$ cat src/rtl/led_shift_engine.sv
// LED-pattern shift engine: prescaled stepping through shift, rotate and bounce patterns,
// with synchronous parallel load and registered tick/wrap pulses.
module led_shift_engine #(
    parameter int unsigned      WIDTH     = 8,
    parameter int unsigned      DIV       = 4,
    parameter logic [WIDTH-1:0] RESET_VAL = {1'b1, {(WIDTH - 1){1'b0}}}
) (
    input  logic             clk,
    input  logic             reset,
    input  logic             en,
    input  logic [2:0]       mode,
    input  logic             s_in,
    input  logic             load,
    input  logic [WIDTH-1:0] d_in,
    output logic [WIDTH-1:0] q_out,
    output logic             dir_out,
    output logic             tick,
    output logic             wrap
);

    localparam int unsigned CW = (DIV > 1) ? $clog2(DIV) : 1;
    localparam logic [CW-1:0] CntMax = CW'(DIV - 1);

    typedef enum logic [2:0] {
        ModeHold   = 3'b000,
        ModeShr    = 3'b001,
        ModeShl    = 3'b010,
        ModeRor    = 3'b011,
        ModeRol    = 3'b100,
        ModeBounce = 3'b101,
        ModeRsv6   = 3'b110,
        ModeRsv7   = 3'b111
    } mode_e;

    logic [WIDTH-1:0] q_q, q_d;
    logic [CW-1:0]    cnt_q, cnt_d;
    logic             dir_q, dir_d;
    logic             tick_q, tick_d;
    logic             wrap_q, wrap_d;

    logic             step;
    logic             reversal;
    logic [WIDTH-1:0] rot_r;
    logic [WIDTH-1:0] rot_l;

    always_comb begin
        step     = en & (cnt_q == CntMax);
        rot_r    = {q_q[0], q_q[WIDTH-1:1]};
        rot_l    = {q_q[WIDTH-2:0], q_q[WIDTH-1]};
        cnt_d    = cnt_q;
        q_d      = q_q;
        dir_d    = dir_q;
        reversal = 1'b0;

        if (en) begin
            cnt_d = step ? '0 : cnt_q + CW'(1);
        end

        if (step) begin
            case (mode_e'(mode))
                ModeShr: q_d = {s_in, q_q[WIDTH-1:1]};
                ModeShl: q_d = {q_q[WIDTH-2:0], s_in};
                ModeRor: q_d = rot_r;
                ModeRol: q_d = rot_l;
                ModeBounce: begin
                    // Reversal only looks at the end bit in the current travel direction.
                    if (!dir_q && q_q[0]) begin
                        dir_d    = 1'b1;
                        reversal = 1'b1;
                        q_d      = rot_l;
                    end else if (dir_q && q_q[WIDTH-1]) begin
                        dir_d    = 1'b0;
                        reversal = 1'b1;
                        q_d      = rot_r;
                    end else begin
                        q_d = dir_q ? rot_l : rot_r;
                    end
                end
                default: q_d = q_q;
            endcase
        end

        tick_d = step;
        wrap_d = step & reversal;

        if (load) begin
            q_d    = d_in;
            cnt_d  = '0;
            dir_d  = 1'b0;
            tick_d = 1'b0;
            wrap_d = 1'b0;
        end
    end

    always_ff @(posedge clk or posedge reset) begin
        if (reset) begin
            q_q    <= RESET_VAL;
            cnt_q  <= '0;
            dir_q  <= 1'b0;
            tick_q <= 1'b0;
            wrap_q <= 1'b0;
        end else begin
            q_q    <= q_d;
            cnt_q  <= cnt_d;
            dir_q  <= dir_d;
            tick_q <= tick_d;
            wrap_q <= wrap_d;
        end
    end

    assign q_out   = q_q;
    assign dir_out = dir_q;
    assign tick    = tick_q;
    assign wrap    = wrap_q;

endmodule

$ cat config.mk
export PLATFORM = sky130hd
export DESIGN_NAME = led_shift_engine
export DESIGN_NICKNAME = d
export VERILOG_FILES = /design/src/rtl/led_shift_engine.sv
export SDC_FILE = /design/constraint.sdc
export NUM_CORES = 1
export LEC_CHECK = 0
export CAP_MARGIN = 0
export CORE_MARGIN = 2
export CORE_UTILIZATION = 50
export DETAILED_ROUTE_END_ITERATION = 8
export PLACE_DENSITY = 0.84
export REMOVE_ABC_BUFFERS = 1
export SLEW_MARGIN = 20
export SYNTH_ARGS = -nofsm -noshare
export SYNTH_HDL_FRONTEND = slang
export SYNTH_SLANG_ARGS = --single-unit
$ cat constraint.sdc
create_clock -name clk -period 3.95 [get_ports clk]
set_input_delay 0.5925 -clock clk [delete_from_list [all_inputs] [get_ports clk]]
set_output_delay 0.5925 -clock clk [all_outputs]
set_load 0.02 [all_outputs]
### Word level (Yosys, flattened, before mapping)

Index checks and enable logic that the tools add are counted.

* add/subtract/negate cells: 1
* equality and inequality tests: 6
* multiplexer cells: 20
* bitwise logic cells: 2
* reductions and logical operators: 10

Operators with widths (count)
* 2-to-1 mux 8 bit: 5
* one-hot mux 8 bit (5 select lines): 1
* 2-to-1 mux 1 bit: 11
* equality test 3 x 2 -> 1 bit, second input constant: 2
* equality test 3 bit, second input constant: 2
* 2-to-1 mux 2 bit: 3
* nonzero test 2 bit: 3
* nonzero test 6 bit: 1
* equality test 3 x 1 -> 1 bit, second input constant: 1
* AND reduction 3 bit: 1
* nonzero test 3 bit: 1
* adder 2 x 1 -> 2 bit, second input constant: 1
* bitwise AND 1 bit: 2
* equality test 2 bit, second input constant: 1
* logical AND 1 bit: 2
* AND reduction 2 bit: 1
* zero test 1 bit: 1

* register bits: 13
* bits of input ports: 16
* output and inout port bits: 11
* word-level logic and storage cells: 44

### Longest topological paths before layout

* depth after elaboration: 7
* depth in mapped cells: 6
* mapped depth without buffers: 5

### Worst setup path before layout

No wires, ideal clock.

* kind: input to register
* start point: input port mode[1]
* end point: register dir_q, in the netlist dir_out
* setup time: 0.073 ns
* arrival time: 1.674 ns
* required time: 3.877 ns
* setup slack: 2.203 ns
* stages on the path: 6
* buffers on the path: 2
* path through: buf_6 -> nand2b_4 -> buf_6 -> or3b_1 -> o31a_1 -> nor2_1

* word-level cells in the longest chain between the ends: 3

RTL lines
* from (decl): line 11 `input logic [2:0] mode,`
* equality test 3 bit: line 60 `case (mode_e'(mode))`
* nonzero test 2 bit (no line)
* AND reduction 3 bit (no line)
* to (signal assigned): line 105 `dir_q <= dir_d;`
* to (decl): line 37 `logic dir_q, dir_d;`

Every way passes these cells.
A chain may end at the register's enable or synchronous reset.

### Worst setup path after layout

* start point: input port mode[0]
* end point: register dir_q, in the netlist dir_out

The elaborated chain is that of the path after synthesis.

==> Flow_metrics.wiki <==
{| class="wikitable"
! Metric !! Value
|-
| Overall routing resource usage || 25.0%
|-
| Slew at the pin with the worst max-slew slack || 0.820 ns
|-
| Number of input and output port buffers inserted || 26
|-
| Sort of element at the end of the critical path || flip-flop
|-
| Setup-failing EPs final || 0
|-
| Total wire length || 2310 µm
|-
| Number of antenna repair diodes || 0
|-
| Clock Skew || 0.00296 ns
|-
| Met2 Resource Use GR || 40.5%
|-
| Count of maximum capacitance violations || 0
|-
| Clock-pin slew reported for the worst setup and hold paths after clock tree synthesis || 0.08 ns
|-
| Initial antenna violation count || 0
|-
| Power density cells || 280 nW/µm²
|-
| Utilization after layout || 68.9%
|-
| Worst Hold Class || reg2reg
|-
| Pwr Total || 0.000336 W
|-
| Average instance area after synthesis || 8.70 µm²
|-
| Met3 GRT Util || 5.38%
|-
| Commonest cells in the netlist || 12 x sky130_fd_sc_hd__dfrtp_1, 8 x sky130_fd_sc_hd__nand2b_1
|-
| Antenna viol nets, final || 0
|-
| Worst endpoint required time || 4.15 ns
|-
| Floorplan die width || 47.2 µm
|-
| Post-synthesis async set-or-reset flop share || 100%
|-
| FF+latch count, synth || 13
|-
| Area share of the leading cell type in the synthesized netlist || 32.3%
|-
| Largest net degree at the start of global routing || 25
|-
| Post-cts resize count || 0
|-
| First-pass GRT wire length || 3900 µm
|-
| Area of the core region || 1750 µm²
|-
| Post-synthesis cell count || 107
|-
| Hold-fix buffers, CTS || 0
|-
| Most Used Layer, Global Route || met2
|-
| Number of CTS-inserted buffers || 3
|-
| Share of layout cells above drive strength 1 || 6.20%
|-
| Crit Path Class || in2reg
|-
| Min Tclk post-route || 2.16 ns
|-
| Cell area after technology mapping || 931 µm²
|-
| Number of global-route vias before repair || 870
|-
| Die Height || 47.2 µm
|-
| Count of standard-cell rows || 15
|-
| Gp weighted congestion || 0.903
|-
| Most repeated cell in the gate-level netlist after synthesis || sky130_fd_sc_hd__dfrtp_1
|-
| IR drop worst, VDD || 0.204 mV
|-
| Number of slew-limit violations in the final report || 0
|-
| Post-route cell area || 1200 µm²
|-
| Worst setup slack before clock tree synthesis || 1.51 ns
|-
| Final hold vios || 0
|-
| HPWL after DPL || 1590 µm
|-
| Clock Root Buffer || sky130_fd_sc_hd__clkbuf_4
|-
| Outcome || complete, no violations
|-
| Via count || 944
|-
| Die area || 2220 µm²
|-
| Cell accounting for the most synthesized area || sky130_fd_sc_hd__dfrtp_1
|-
| Number of warning messages in the yosys log || 0
|-
| TritonCTS clock tree || yes
|-
| # nets final || 147
|-
| Number of sinks driven by the clock tree || 13
|-
| Total area of multi-input combinational cells || 539 µm²
|-
| FF+latch area || 327 µm²
|-
| Number of levels in the clock H-tree || 1
|-
| Met1 track utilization from global routing || 32.3%
|-
| Clock Tree Buf Depth || 2
|-
| Clk Latency, worst-skew pair || 0.28 ns
|-
| Part of the Yosys area used for sequential elements || 35.1%
|-
| CP Max Fanout || 14
|-
| Final worst-path cycle share || 54.8%
|-
| DRT iter0 DRCs || 58
|-
| Fmax || 462 MHz
|-
| Most used flip-flop cell after synthesis || sky130_fd_sc_hd__dfrtp_1
|-
| Sort of element at the start of the critical path || input pin
|-
| Number of setup buffers added after CTS || 0
|-
| Final setup margin || 1.79 ns
|-
| Top-Level Pins || 27
|-
| Starting utilization of the core area || 53.3%
|-
| Number of optimization iterations in the first detailed-route pass || 5
|-
| Top post-synthesis cells by area || sky130_fd_sc_hd__dfrtp_1 32%, sky130_fd_sc_hd__o31ai_1 5.6%, sky130_fd_sc_hd__nand2b_1 5.4%, sky130_fd_sc_hd__a31oi_1 4.7%, sky130_fd_sc_hd__o21ai_0 3.8%
|-
| Crit path from || mode[0]
|-
| Setup TNS || 0 ns
|-
| Wire length per cell after detailed routing || 15.0 µm
|-
| Data arrival time of the critical path || 2.36 ns
|-
| Layout area overhead || 29.2%
|-
| Post-detailed-placement cell area || 1180 µm²
|-
| Unrepaired setup endpoints after global routing || no
|-
| Fill cell instance count of the final layout || 144
|-
| Pleak || 0.466 nW
|-
| Distinct cells, synth || 40
|-
| Detailed-route vias per instance || 6.13
|-
| Launch point of the worst hold path || cnt_q[1]
|-
| Number of enable flip-flop cells after synthesis || 0
|-
| Max-slew headroom at the worst pin || 45.2%
|-
| Start of the worst register-to-register path || q_out[7]
|-
| Final routed DRC violation total || 0
|-
| Remaining global-route overflow || 0
|}
==> state kept, by name, summed over array words and instances, names as in the netlist <==
register  flops
wrap          1
dir_out       1
tick          1
cnt_q         2
q_out         8
==> logic make-up after synthesis <==
logic type	Yosys count	synth area share (%)
AOI/OAI and AO/OA	40	30.2
xor gates and xnor gates	1	0.941
adders and majority gates	1	1.34
buffers and inverters	13	6.99
DFF	13	35.1
muxes	2	2.15
and+or+nand+nor	37	23.3
==> layer usage <==
metal,wire length [µm],part of all wire (%),vias up
met4,13,0.56,0
met5,0,0,-
li1,-,-,452
met3,166,7.2,2
met2,1090,47,47
met1,1040,45,443
==> critical path, stage by stage <==
cell and delay, ns:
sky130_fd_sc_hd__clkdlybuf4s50_1 0.74, sky130_fd_sc_hd__inv_1 0.21, sky130_fd_sc_hd__or3b_1 0.43, sky130_fd_sc_hd__o31a_1 0.30, sky130_fd_sc_hd__nor2_1 0.09
==> stage by stage <==
| stage | hold WS [ns] | std cells |
|---|---|---|
| final | 0.543 | 154 |
| after CTS | 0.546 | 154 |
| after detailed placement | 0.528 | 150 |
| after global placement | 0.508 | 150 |
| after floorplan | 0.469 | 99 |
| after global routing | 0.574 | 154 |
==> worst paths after layout <==
kind,slack [ns],end,cells past startpoint
setup / recovery,1.79,dir_out,5
hold / removal,0.54,cnt_q[1],2
setup reg to reg,2.28,dir_out,4
hold reg to reg,0.54,cnt_q[1],2
max in group asynchronous,2.96,q_out[7],2
min in group asynchronous,0.64,dir_out,2
==> report_power, final <==
part           internal (W)  leakage, nW  switching [W]
logic             0.0000477        0.293      0.0000486
registers          0.000143        0.158      0.0000130
clock network     0.0000392       0.0150      0.0000448
==> layout by cell type (no fill, tap or decap), drive strengths merged, types with 2 or more instances in the layout <==
master | netlist | final
clkbuf | 5 | 4
o21ai | 8 | 8
nand2 | 4 | 4
or3b | 3 | 3
nand3 | 4 | 4
dfrtp | 12 | 12
a21oi | 2 | 2
o31ai | 7 | 7
a31oi | 7 | 7
inv | 5 | 5
mux2i | 2 | 2
nor2b | 2 | 2
a211oi | 3 | 3
nor3b | 2 | 2
nor2 | 7 | 7
o41ai | 2 | 2
nand2b | 9 | 9
nor3 | 4 | 4
clkdlybuf4s50 | 0 | 26
==> final cells by class <==
class	instances	share of cell area, %
tap	25	2.60
timing repair buffer	26	21.6
multi-input combinational	81	44.8
inverter	5	1.56
clock buffer	4	2.19
sequential	13	27.2
(Power assumes the default switching activity.)
